===== src/rtl/prio_arb_enc.sv =====
// prio_arb_enc: registered N-input arbiter / priority encoder.
// Chooses one requester under fixed (highest index wins) or round-robin
// priority. Holds the grant until the consumer acks it, and can re-grant
// back-to-back on the same edge as the ack.
module prio_arb_enc #(
    parameter int N     = 8,
    parameter int W     = $clog2(N),
    parameter int RR_EN = 0
) (
    input  logic         clk,
    input  logic         rst_n,
    input  logic [N-1:0] req,
    input  logic         en,
    input  logic         rr_mode,
    input  logic         ack,
    output logic         gnt_valid,
    output logic [W-1:0] gnt_idx,
    output logic [N-1:0] gnt_oh,
    output logic         any_req
);

    localparam logic ST_IDLE  = 1'b0;
    localparam logic ST_GRANT = 1'b1;

    logic         state;
    logic [W-1:0] ptr;
    logic [W-1:0] ptr_nxt;
    logic         rr_eff;
    logic [N-1:0] cand;
    logic         load;
    logic [W-1:0] win;
    logic [N-1:0] win_oh;

    // Highest set index of v.
    function automatic logic [W-1:0] fixed_pick(input logic [N-1:0] v);
        logic [W-1:0] r;
        r = '0;
        for (int unsigned i = 0; i < N; i++) begin
            if (v[W'(i)]) r = W'(i);
        end
        return r;
    endfunction

    // First set bit searching p, p-1, ..., 0, N-1, ..., p+1. The loop runs
    // from the lowest-priority slot up so the highest-priority hit is the
    // last assignment.
    function automatic logic [W-1:0] rr_pick(input logic [N-1:0] v,
                                             input logic [W-1:0] p);
        logic [W-1:0] r;
        logic [W-1:0] pw;
        r = '0;
        for (int unsigned k = N; k > 0; k--) begin
            pw = W'((32'(p) + 32'(N) + 32'd1 - k) % 32'(N));
            if (v[pw]) r = pw;
        end
        return r;
    endfunction

    // Next pointer, candidate set and winner for this edge.
    always_comb begin
        rr_eff  = (RR_EN != 0) && rr_mode;
        ptr_nxt = ptr;
        if (state == ST_GRANT && ack && rr_eff) begin
            ptr_nxt = (gnt_idx == '0) ? W'(N - 1) : gnt_idx - W'(1);
        end
        // A back-to-back decision excludes the source just served.
        cand   = (state == ST_GRANT) ? (req & ~gnt_oh) : req;
        load   = en && (|cand) && (state == ST_IDLE || ack);
        win    = rr_eff ? rr_pick(cand, ptr_nxt) : fixed_pick(cand);
        win_oh = '0;
        win_oh[win] = 1'b1;
    end

    // Grant state, held outputs, round-robin pointer and request summary.
    always_ff @(posedge clk or negedge rst_n) begin
        if (!rst_n) begin
            state     <= ST_IDLE;
            ptr       <= W'(N - 1);
            gnt_valid <= 1'b0;
            gnt_idx   <= '0;
            gnt_oh    <= '0;
            any_req   <= 1'b0;
        end else begin
            any_req <= |req;
            ptr     <= ptr_nxt;
            if (load) begin
                state     <= ST_GRANT;
                gnt_valid <= 1'b1;
                gnt_idx   <= win;
                gnt_oh    <= win_oh;
            end else if (state == ST_GRANT && !ack) begin
                state <= ST_GRANT;
            end else begin
                state     <= ST_IDLE;
                gnt_valid <= 1'b0;
                gnt_idx   <= '0;
                gnt_oh    <= '0;
            end
        end
    end

endmodule

===== config.mk =====
export PLATFORM = sky130hd
export DESIGN_NAME = prio_arb_enc
export DESIGN_NICKNAME = d
export VERILOG_FILES = /design/src/rtl/prio_arb_enc.sv
export SDC_FILE = /design/constraint.sdc
export NUM_CORES = 1
export LEC_CHECK = 0
export CAP_MARGIN = 20
export CORE_AREA = 2 2 39 41
export CTS_CLUSTER_DIAMETER = 30
export CTS_CLUSTER_SIZE = 30
export DETAILED_ROUTE_END_ITERATION = 10
export DIE_AREA = 0 0 41 43
export DONT_BUFFER_PORTS = 1
export GPL_TIMING_DRIVEN = 0
export PLACE_DENSITY = 0.77
export SLEW_MARGIN = 25
export SYNTH_ARGS = -nofsm -noshare
export SYNTH_HDL_FRONTEND = slang
export SYNTH_SLANG_ARGS = --single-unit
export TNS_END_PERCENT = 10

===== constraint.sdc =====
create_clock -name clk -period 2.7 [get_ports clk]
set_input_delay 0.135 -clock clk [delete_from_list [all_inputs] [get_ports clk]]
set_output_delay 0.135 -clock clk [all_outputs]
set_load 0.02 [all_outputs]

==> implementation parameters, run 1 <==
Parameter                              Value

Global route
  Maximum number of pins on one net before global-route repair    15
  Global-route wire length before repair    2720 um
  Initial antenna violation count    0
  Vias in the first global route    around 640
  Aggregate global routing overflow    0
  Total global-route track usage    a little under a quarter

Synthesis
  Count of flip-flops with a built-in enable after synthesis    0
  Dominant synthesized flop cell    sky130_fd_sc_hd__dfrtp_1
  Number of distinct standard cells referenced by the synthesized netlist    31
  Post-synthesis instance area    782 sq um
  Count of state elements after synthesis    14
  Yosys warning total    0
  Mean Syn Cell Area    around 10 sq um
  Post-synth ARST share    100%
  Number of nets produced by synthesis    90
  Part of the Yosys area used for sequential elements    between 40% and 50%
  Post-Syn Instances    77

Floorplan
  Top-Level Pins    26
  Die Outline Area    1760 sq um
  Initial cell density of the core    roughly 57%
  Die Width    41 um
  Vertical die dimension    approximately 43 um
  FP Rows    14
  Placeable Area    1380 sq um

Pwr
  Net switching power of the design    0.136 mW
  Clk network pwr share    a little over a quarter
  Pwr per Cell Area    slightly above 500 nW/um^2
  Peak supply drop    0.000326 V
  Combinational Power Share    17.5%
  Sequential power share    about 56%
  Internal power summed over all cells    0.305 mW
  Leakage power total    between 0.3 and 0.4 nW
  Net switching fraction of the power    ~31%

Final layout
  Filler-free cell count of the finished design    about 100
  # diodes    0
  Highest-count cells in the layout ignoring fill and taps    14 x sky130_fd_sc_hd__dfrtp_1, 8 x sky130_fd_sc_hd__nand2_1, 5 x sky130_fd_sc_hd__dlygate4sd3_1
  Area growth from synthesis to layout    11.8%
  Final-stage net count    100
  Most common library cell in the layout ignoring fill and taps    sky130_fd_sc_hd__dfrtp_1
  Layout Utilization    63.2%
  Layout cells sized above 1    15.3%
  Final instance area    ~900 sq um

STA
  Final worst slack    roughly 0.87 ns
  Number of setup violations in the final report    0
  Skew final    ~0.00081 ns
  Highest attainable clock frequency    546 MHz
  Number of failing hold endpoints at the final stage    0
  Share of the clock period used by the worst path after layout    roughly 68%
  Worst relative slew slack    between 50% and 60%
  Slew at the pin closest to its max-slew limit    between 0.6 and 0.7 ns
  Minimum clock period    1.83 ns
  Final-report max-slew violation count    0
  TNS Setup    0 ns
  RSZ-0062 raised after global routing    no

Clock tree
  Number of buffers inserted to repair setup after CTS    0
  Number of sinks driven by the clock tree    14
  Post-cts hold buffer count    5
  Cells resized by post-CTS repair    0
  Clock-pin transition on the worst setup and hold timing paths    0.08 ns
  CTS H-tree depth    1
  Bufs on Longest Clock Path    2
  Clock tree root buffer cell    sky130_fd_sc_hd__clkbuf_4
  Num CTS Buffers    3
  Clk_lat worst skew    about 0.28 ns
  Clock tree from TritonCTS    yes

Critical path
  Worst setup slack for register-to-register paths    1.00 ns
  Critical path required time    about 2.9 ns
  Worst R2R Path Depth    4
  Maximum fanout encountered on the critical timing path    3
  Launch point of the worst reg-to-reg path    gnt_oh[1]
  R2r endpoint    gnt_oh[0]
  Kind of end point of the critical path    flip-flop
  Type of the worst setup path    in -> reg
  Arrival time reported for the critical path endpoint    roughly 2 ns
  Crit start category    input pin

Detailed routing
  Routed wire length    around 1900 um
  Vias per std cell    between 6 and 7
  Average detailed-routed wire length per instance    19.2 um
  DRC violation count after routing    0
  Detailed-route via count    between 600 and 700
  1st-pass router iterations    4
  Violation count after the first detailed-routing iteration    11
  Final antenna-violating net count    0

Placement
  Pre-CTS setup slack    roughly 1.0 ns
  Final HPWL from detailed placement    about 1400 um
  GP Congestion    a little under 0.9
  Dpl cell area    802 sq um
  Number of cells after detailed placement    93
  Port Buffer Count    0

Hold path
  Worst min-delay path class    in -> reg
  Hold worst-path end    gnt_oh[2]
  Hold Crit Depth    2
  Hold Crit Start    en

Run
  Count of max-cap constraint violations    0

Run status
  Status    finished clean
## cells in the mapped netlist, types with 2 or more instances
library cell                n  area, sq um
sky130_fd_sc_hd__a22o_1     2         17.5
sky130_fd_sc_hd__o41ai_1    2         17.5
sky130_fd_sc_hd__o221a_2    3         33.8
sky130_fd_sc_hd__nand2_1    8         30.0
sky130_fd_sc_hd__nand4_1    3         18.8
sky130_fd_sc_hd__a32o_1     3         30.0
sky130_fd_sc_hd__o21ai_0    2         10.0
sky130_fd_sc_hd__nor2b_1    2         12.5
sky130_fd_sc_hd__dfrtp_1   14          350
sky130_fd_sc_hd__nand2b_1   4         25.0
sky130_fd_sc_hd__nor2_1     4         15.0
sky130_fd_sc_hd__a21boi_0   2         15.0
sky130_fd_sc_hd__a21boi_1   3         22.5
sky130_fd_sc_hd__o31ai_1    3         22.5
sky130_fd_sc_hd__a21o_1     2         15.0
sky130_fd_sc_hd__inv_1      3         11.3
sky130_fd_sc_hd__a21oi_1    3         15.0
## registers in the layout, indices dropped and copies added (netlist names)
name / flops
gnt_idx: 3
gnt_oh: 8
gnt_valid: 1
any_req: 1
state: 1
## per-layer routing
metal / up-vias / routed length, um / global-route usage, %
met1: 313 / 774 / 29.7
met4: 0 / 51 / 15.3
met5: - / 0 / 0
met2: 34 / 943 / 34.4
li1: 311 / - / -
met3: 7 / 172 / 5.24
## how the worst max path moves through the flow
| stage | startpoint | endpoint | slack [ns] | cells after the start |
|---|---|---|---|---|
| detailed placement | gnt_oh[1] | gnt_oh[0] | 1.05 | 4 |
| global placement | gnt_oh[1] | gnt_oh[0] | 1.09 | 4 |
| finish | req[5] | any_req | 0.87 | 5 |
| CTS | req[5] | any_req | 0.89 | 5 |
| floorplan | gnt_oh[1] | gnt_oh[0] | 1.23 | 4 |
| global route | req[5] | any_req | 0.81 | 5 |
## stage by stage
step	power (mW)	hold slack (ns)
final	0.442	0.0275
after global routing	0.459	0.0252
after CTS	0.440	0.0338
after detailed placement	0.317	-0.160
after global placement	0.315	-0.160
after floorplan	0.301	-0.161
## final cells by class
cell class              instances  area (sq um)
flip-flops and latches         14           350
well taps                      16          20.0
inverters                       3          11.3
fillers                       120           509
multi-input cells              57           400
plain buffers                   3          20.0
clock buffers                   3          22.5
repair buffers                  5          50.0
## power groups by stage
| stage | registers, mW | clock network, mW | logic (mW) |
|---|---|---|---|
| after floorplan | 0.247 | 0 | 0.0540 |
| after global placement | 0.250 | 0 | 0.0647 |
| after detailed placement | 0.250 | 0 | 0.0671 |
| after CTS | 0.246 | 0.117 | 0.0766 |
| after global routing | 0.248 | 0.128 | 0.0839 |
| final | 0.246 | 0.118 | 0.0775 |
## worst max-delay path, cell delays in order
cell and delay [ns]:
sky130_fd_sc_hd__dlygate4sd3_1 0.54, sky130_fd_sc_hd__nor2_1 0.12, sky130_fd_sc_hd__dlygate4sd3_1 0.57, sky130_fd_sc_hd__nand4_1 0.08, sky130_fd_sc_hd__dlygate4sd3_1 0.57
## logic make-up (layout without fill, tap and decap cells)
| logic type | after synthesis | in the layout | synth area share (%) |
|---|---|---|---|
| AOI/OAI and AO/OA | 32 | 32 | 35.0 |
| and+or+nand+nor | 25 | 25 | 16.2 |
| DFF | 14 | 14 | 44.8 |
| buffers and inverters | 6 | 14 | 4.00 |
Note: power is estimated with default switching activity, not from simulation.
==> inputs of run 2 (changes only) <==
ABC_AREA = 1   (was default)
CORE_AREA = default   (was 2 2 39 41)
CORE_MARGIN = 2   (was default)
CORE_UTILIZATION = 59   (was default)
DIE_AREA = default   (was 0 0 41 43)
PLACE_DENSITY = 0.78   (was 0.77)
clock period = 1.9 ns   (was 2.7 ns; I/O delays follow)
==> implementation parameters, run 2 <==
Parameter                              Value

Floorplan
  Initial cell density of the core    between 60% and 70%
  FP Rows    13
  Die Width    around 40 um
  Placeable Area    1270 sq um
  Top-Level Pins    26
  Vertical die dimension    a little over 40 um
  Die Outline Area    roughly 1600 sq um

Critical path
  Crit start category    input pin
  Arrival time reported for the critical path endpoint    about 2 ns
  Critical path required time    2.07 ns
  Top cell by count, worst path    sky130_fd_sc_hd__dlygate4sd3_1
  Maximum fanout encountered on the critical timing path    2
  Type of the worst setup path    in -> reg
  Cells along the critical path    dlygate4sd3_1 -> nor4_2 -> dlygate4sd3_1 -> nand2_1 -> dlygate4sd3_1
  Kind of end point of the critical path    flip-flop
  Worst setup slack for register-to-register paths    between 0.5 and 0.6 ns
  Biggest cell delay along the critical path    0.59 ns
  Bufs and invs on worst path    3
  Critical-path top delay cell    sky130_fd_sc_hd__dlygate4sd3_1
  Crit-path leading delay family    buffers and inverters

Final layout
  Number of fill cells in the layout    102
  Area growth from synthesis to layout    13.7%
  Filler-free cell count of the finished design    about 110
  Largest registers in the final layout    gnt_oh x8, gnt_idx x3
  Biggest register    gnt_oh
  Final-stage net count    114
  Most common library cell in the layout ignoring fill and taps    sky130_fd_sc_hd__nand2_1
  Highest-count cells in the layout ignoring fill and taps    23 x sky130_fd_sc_hd__nand2_1, 16 x sky130_fd_sc_hd__nand2_2, 14 x sky130_fd_sc_hd__dfrtp_1
  Layout cells sized above 1    35.4%
  # diodes    0
  Flip-flop count of the largest register after layout    8

Global route
  Aggregate global routing overflow    0
  Total global-route track usage    a little over a quarter
  Vias in the first global route    between 600 and 700
  Global-route wire length before repair    about 2800 um
  Initial antenna violation count    0
  Maximum number of pins on one net before global-route repair    15

Synthesis
  Count of flip-flops with a built-in enable after synthesis    0
  Mean Syn Cell Area    between 8 and 9 sq um
  Number of nets produced by synthesis    just over 100
  Area share of the largest cell type after synthesis    around 45%
  Dominant synthesized flop cell    sky130_fd_sc_hd__dfrtp_1
  Count of state elements after synthesis    14
  Biggest area contributors in the synthesized netlist    sky130_fd_sc_hd__dfrtp_1 45%, sky130_fd_sc_hd__nand2_2 13%, sky130_fd_sc_hd__nand2_1 11%, sky130_fd_sc_hd__nand2_4 4.3%, sky130_fd_sc_hd__nand3_1 3.2%
  Post-synth ARST share    100%
  Number of distinct standard cells referenced by the synthesized netlist    21
  Part of the Yosys area used for sequential elements    between 40% and 50%
  Post-Syn Instances    90
  Most used standard cells in the synthesized netlist    23 x sky130_fd_sc_hd__nand2_1, 16 x sky130_fd_sc_hd__nand2_2, 14 x sky130_fd_sc_hd__dfrtp_1
  Yosys warning total    0
  Library cell occupying the most area in the post-synthesis netlist    sky130_fd_sc_hd__dfrtp_1
  Most numerous cell in the Yosys netlist    sky130_fd_sc_hd__nand2_1
  Post-synthesis instance area    roughly 800 sq um

STA
  Final worst slack    approximately 0.06 ns
  Highest attainable clock frequency    between 500 and 600 MHz
  Share of the clock period used by the worst path after layout    96.8%
  Skew final    ~0.0022 ns
  Slew at the pin closest to its max-slew limit    0.618 ns
  RSZ-0062 raised after global routing    no
  TNS Setup    0 ns
  Number of setup violations in the final report    0
  Number of failing hold endpoints at the final stage    0
  Minimum clock period    1.84 ns
  Worst relative slew slack    ~60%
  Final-report max-slew violation count    0

Placement
  Pre-CTS setup slack    0.551 ns
  Number of cells after detailed placement    about 110
  GP Congestion    0.840
  Final HPWL from detailed placement    approximately 1300 um
  Port Buffer Count    0

Clock tree
  Clock tree root buffer cell    sky130_fd_sc_hd__clkbuf_4
  Number of buffers inserted to repair setup after CTS    0
  Num CTS Buffers    3
  Number of sinks driven by the clock tree    14
  CTS H-tree depth    1
  Clk_lat worst skew    between 0.2 and 0.3 ns
  Clock tree from TritonCTS    yes
  Clock-pin transition on the worst setup and hold timing paths    about 0.08 ns
  Bufs on Longest Clock Path    2

Pwr
  Pwr per Cell Area    ~700 nW/um^2
  Internal power summed over all cells    roughly 0.43 mW
  Clk network pwr share    a little over a quarter
  Combinational Power Share    around 17%
  Net switching fraction of the power    a little under a third
  Peak supply drop    around 0.00042 V
  Sequential power share    a little under three fifths
  Leakage power total    approximately 0.43 nW
  Power consumption    roughly 0.62 mW
  Net switching power of the design    ~0.19 mW

Hold path
  Worst min-delay path class    in -> reg

Detailed routing
  Violation count after the first detailed-routing iteration    25
  Average detailed-routed wire length per instance    ~15 um
  Routed wire length    ~1700 um
  Detailed-route via count    approximately 650
  Final antenna-violating net count    0
  DRC violation count after routing    0
  Vias per std cell    5.69
  1st-pass router iterations    4

Run
  Count of max-cap constraint violations    0

Run status
  Status    finished clean
[run 2: final cells by class]
class                           count  area, sq um  share of cell area (%)
Inverter                            6         23.8                    2.67
Tap cell                           15         18.8                    2.11
Clock buffer                        3         22.5                    2.53
Timing Repair Buffer                6         60.1                    6.74
Buffer                              1         11.3                    1.26
Sequential cell                    14          350                    39.3
Multi-Input combinational cell     69          404                    45.4
[run 2: path summary, 6_finish.rpt]
check,from,endpoint,cells past startpoint
setup / recovery,req[7],any_req,5
hold / removal,ack,gnt_oh[3],2
setup reg to reg,gnt_oh[2],gnt_oh[2],9
hold reg to reg,gnt_valid,gnt_valid,2
max in group asynchronous,rst_n,gnt_oh[5],1
min in group asynchronous,rst_n,any_req,1
[run 2: worst register-to-register path, delay by kind of cell, from the launching register on]
family | cells | cell delay, ns
and+or+nand+nor | 9 | 0.78
DFF | 1 | 0.49
[run 2: per-stage QoR]
| step | hold slack (ns) | cell area [sq um] | utilization (%) |
|---|---|---|---|
| floorplan | -0.201 | 783 | - |
| global placement | -0.200 | 802 | 63.2 |
| detailed placement | -0.200 | 802 | 63.2 |
| CTS | 0.0163 | 885 | 69.7 |
| global route | 0.0373 | 891 | 70.2 |
| finish | 0.0133 | 891 | 70.2 |
[run 2: kinds of logic (layout without fill, tap and decap cells)]
kind of cell / after synthesis / count (layout) / synth area share, %
buffers and inverters: 7 / 16 / 4.47
AND/OR/NAND/NOR: 59 / 59 / 42.5
flip-flops: 14 / 14 / 44.7
AO/OA/AOI/OAI: 10 / 10 / 8.31
[run 2: routing by layer]
layer	vias up	global-route usage [%]	wire length (um)
met5	-	0	0
met4	0	14.2	44
met3	7	6.67	121
met2	28	44.0	884
met1	300	30.9	685
li1	314	-	-
[run 2: power by group through the flow]
stage	logic [mW]	clock network, mW	registers [mW]
6_report	0.106	0.169	0.348
3_5_place_dp	0.0918	0	0.354
2_1_floorplan	0.0783	0	0.351
3_3_place_gp	0.0902	0	0.354
4_1_cts	0.106	0.170	0.348
5_1_grt	0.119	0.182	0.350
[run 2: timing repair]
action	4_1_cts	5_1_grt
hold buffers	6	0
endpoints found under the setup margin	0	1
resized for setup	0	1
endpoints found under the hold margin	18	0
==> inputs of run 3 (changes only) <==
CELL_PAD_IN_SITES_DETAIL_PLACEMENT = 0   (was default)
CELL_PAD_IN_SITES_GLOBAL_PLACEMENT = 2   (was default)
CORE_UTILIZATION = 36   (was 59)
CTS_BUF_LIST = sky130_fd_sc_hd__clkbuf_2 sky130_fd_sc_hd__clkbuf_4 sky130_fd_sc_hd__clkbuf_8   (was default)
PLACE_DENSITY = 0.82   (was 0.78)
SLEW_MARGIN = 20   (was 25)
==> implementation parameters, run 3 (synthesized netlist as in run 2, its figures left out) <==
Parameter                              Value

Clock tree
  Num CTS Buffers    3
  Clk_lat worst skew    0.28 ns
  Clock-pin transition on the worst setup and hold timing paths    0.09 ns
  CTS H-tree depth    1
  Number of buffers inserted to repair setup after CTS    0
  Number of sinks driven by the clock tree    14
  Clock tree root buffer cell    sky130_fd_sc_hd__clkbuf_4
  Clock tree from TritonCTS    yes
  Bufs on Longest Clock Path    2

Final layout
  Highest-count cells in the layout ignoring fill and taps    23 x sky130_fd_sc_hd__nand2_1, 16 x sky130_fd_sc_hd__nand2_2, 14 x sky130_fd_sc_hd__dfrtp_1
  # diodes    0
  Biggest register    gnt_oh
  Final-stage net count    114
  Flip-flop count of the largest register after layout    8
  Layout Utilization    around 46%
  Largest registers in the final layout    gnt_oh x8, gnt_idx x3
  Most common library cell in the layout ignoring fill and taps    sky130_fd_sc_hd__nand2_1
  Layout cells sized above 1    approximately 36%
  Area growth from synthesis to layout    17.4%

Critical path
  Kind of end point of the critical path    flip-flop
  Biggest cell delay along the critical path    between 0.5 and 0.6 ns
  Type of the worst setup path    in -> reg
  Crit start category    input pin
  Bufs and invs on worst path    3
  Maximum fanout encountered on the critical timing path    2
  Critical path required time    2.07 ns
  Top cell by count, worst path    sky130_fd_sc_hd__dlygate4sd3_1
  Critical-path top delay cell    sky130_fd_sc_hd__dlygate4sd3_1
  Arrival time reported for the critical path endpoint    between 1.5 and 2 ns
  Cells along the critical path    dlygate4sd3_1 -> nor4_2 -> dlygate4sd3_1 -> nand2_1 -> dlygate4sd3_1
  Crit-path leading delay family    buffers and inverters

Floorplan
  Placeable Area    ~2000 sq um
  Die Width    approximately 51 um
  Initial cell density of the core    between 30 and 40%
  Vertical die dimension    around 51 um
  FP Rows    16
  Top-Level Pins    26
  Die Outline Area    around 2600 sq um

Hold path
  Worst min-delay path class    in -> reg

Detailed routing
  Average detailed-routed wire length per instance    13.6 um
  Detailed-route via count    approximately 630
  1st-pass router iterations    4
  Vias per std cell    4.98
  DRC violation count after routing    0
  Routed wire length    between 1500 and 2000 um
  Violation count after the first detailed-routing iteration    13
  Final antenna-violating net count    0

Global route
  Global-route wire length before repair    3000 um
  Initial antenna violation count    0
  Aggregate global routing overflow    0
  Total global-route track usage    ~16%
  Vias in the first global route    ~640
  Maximum number of pins on one net before global-route repair    15

Placement
  GP Congestion    roughly 0.73
  Port Buffer Count    0
  Final HPWL from detailed placement    between 1000 and 1500 um

STA
  TNS Setup    0 ns
  Worst relative slew slack    between 50% and 60%
  Number of failing hold endpoints at the final stage    0
  Share of the clock period used by the worst path after layout    a little over nine tenths
  Minimum clock period    around 1.8 ns
  Slew at the pin closest to its max-slew limit    0.624 ns
  RSZ-0062 raised after global routing    no
  Skew final    ~0.0016 ns
  Number of setup violations in the final report    0
  Final-report max-slew violation count    0
  Final Hold Slack    ~0.020 ns
  Highest attainable clock frequency    558 MHz

Pwr
  Clk network pwr share    32.3%
  Net switching power of the design    0.200 mW
  Sequential power share    51.9%
  Internal power summed over all cells    ~0.47 mW
  Peak supply drop    slightly below 0.0004 V
  Leakage power total    roughly 0.43 nW
  Combinational Power Share    between 10% and 20%
  Pwr per Cell Area    around 730 nW/um^2
  Net switching fraction of the power    about 30%

Run
  Count of max-cap constraint violations    0

Run status
  Status    finished clean
-- run 3: cell count changes in the layout (fill, tap and decap cells not counted), sizes merged --
cell / previous run / this run
clkbuf: 3 / 4
-- run 3: worst reg2reg max path, cell delays in order (launching register included) --
cell                      delay, ns
sky130_fd_sc_hd__dfrtp_1       0.38
sky130_fd_sc_hd__buf_6         0.15
sky130_fd_sc_hd__nand2_2       0.08
sky130_fd_sc_hd__nand2_2       0.06
sky130_fd_sc_hd__inv_1         0.05
sky130_fd_sc_hd__nand2_1       0.05
sky130_fd_sc_hd__nand2_1       0.06
sky130_fd_sc_hd__nand2_1       0.06
sky130_fd_sc_hd__nand2_2       0.08
sky130_fd_sc_hd__nand2_1       0.12
sky130_fd_sc_hd__nand3_1       0.12
sky130_fd_sc_hd__nand2_1       0.05
-- run 3: per-layer routing --
layer  track usage [%]  wire [um]  vias to the layer above
met4              6.76         28                        0
met3              4.17        134                        4
met2              24.1        754                       22
met5                 0          0                        -
met1              21.5        813                      292
li1                  -          -                      314
-- run 3: stage by stage --
step	power (mW)	cells	setup WS [ns]	area (sq um)
3_3_place_gp	0.447	117	0.582	817
6_report	0.670	127	0.108	920
5_1_grt	0.714	127	0.0514	920
3_5_place_dp	0.448	117	0.563	817
2_1_floorplan	0.430	90	0.707	783
4_1_cts	0.679	127	0.117	913
-- run 3: worst paths after layout --
kind | start | to | slack, ns | depth (start not counted)
max | req[7] | any_req | 0.11 | 5
min | en | gnt_valid | 0.02 | 2
max reg2reg | state | gnt_oh[2] | 0.56 | 11
min reg2reg | gnt_valid | gnt_valid | 0.63 | 2
max in group asynchronous | rst_n | gnt_oh[4] | 1.24 | 1
min in group asynchronous | rst_n | gnt_idx[1] | 0.26 | 1
-- run 3: power by group through the flow --
stage	sequential, mW	combinational, mW	clock, mW
after global placement	0.354	0.0926	0
after global routing	0.351	0.122	0.241
final	0.348	0.106	0.216
after CTS	0.348	0.108	0.223
after floorplan	0.351	0.0783	0
after detailed placement	0.354	0.0937	0
-- run 3: repair_timing --
action                     in CTS  in global routing
hold buffers                    6                  0
hold endpoints to repair       18                  0
gates resized for setup         0                  1
setup endpoints to repair       0                  1
-- run 3: cell type report --
class                      count  area [sq um]
inverter                       6          23.8
fill                         209          1080
timing repair buffer           6          60.1
sequential                    14           350
multi-input combinational     69           404
tap                           27          33.8
buffer                         1          11.3
clock buffer                   4          36.3
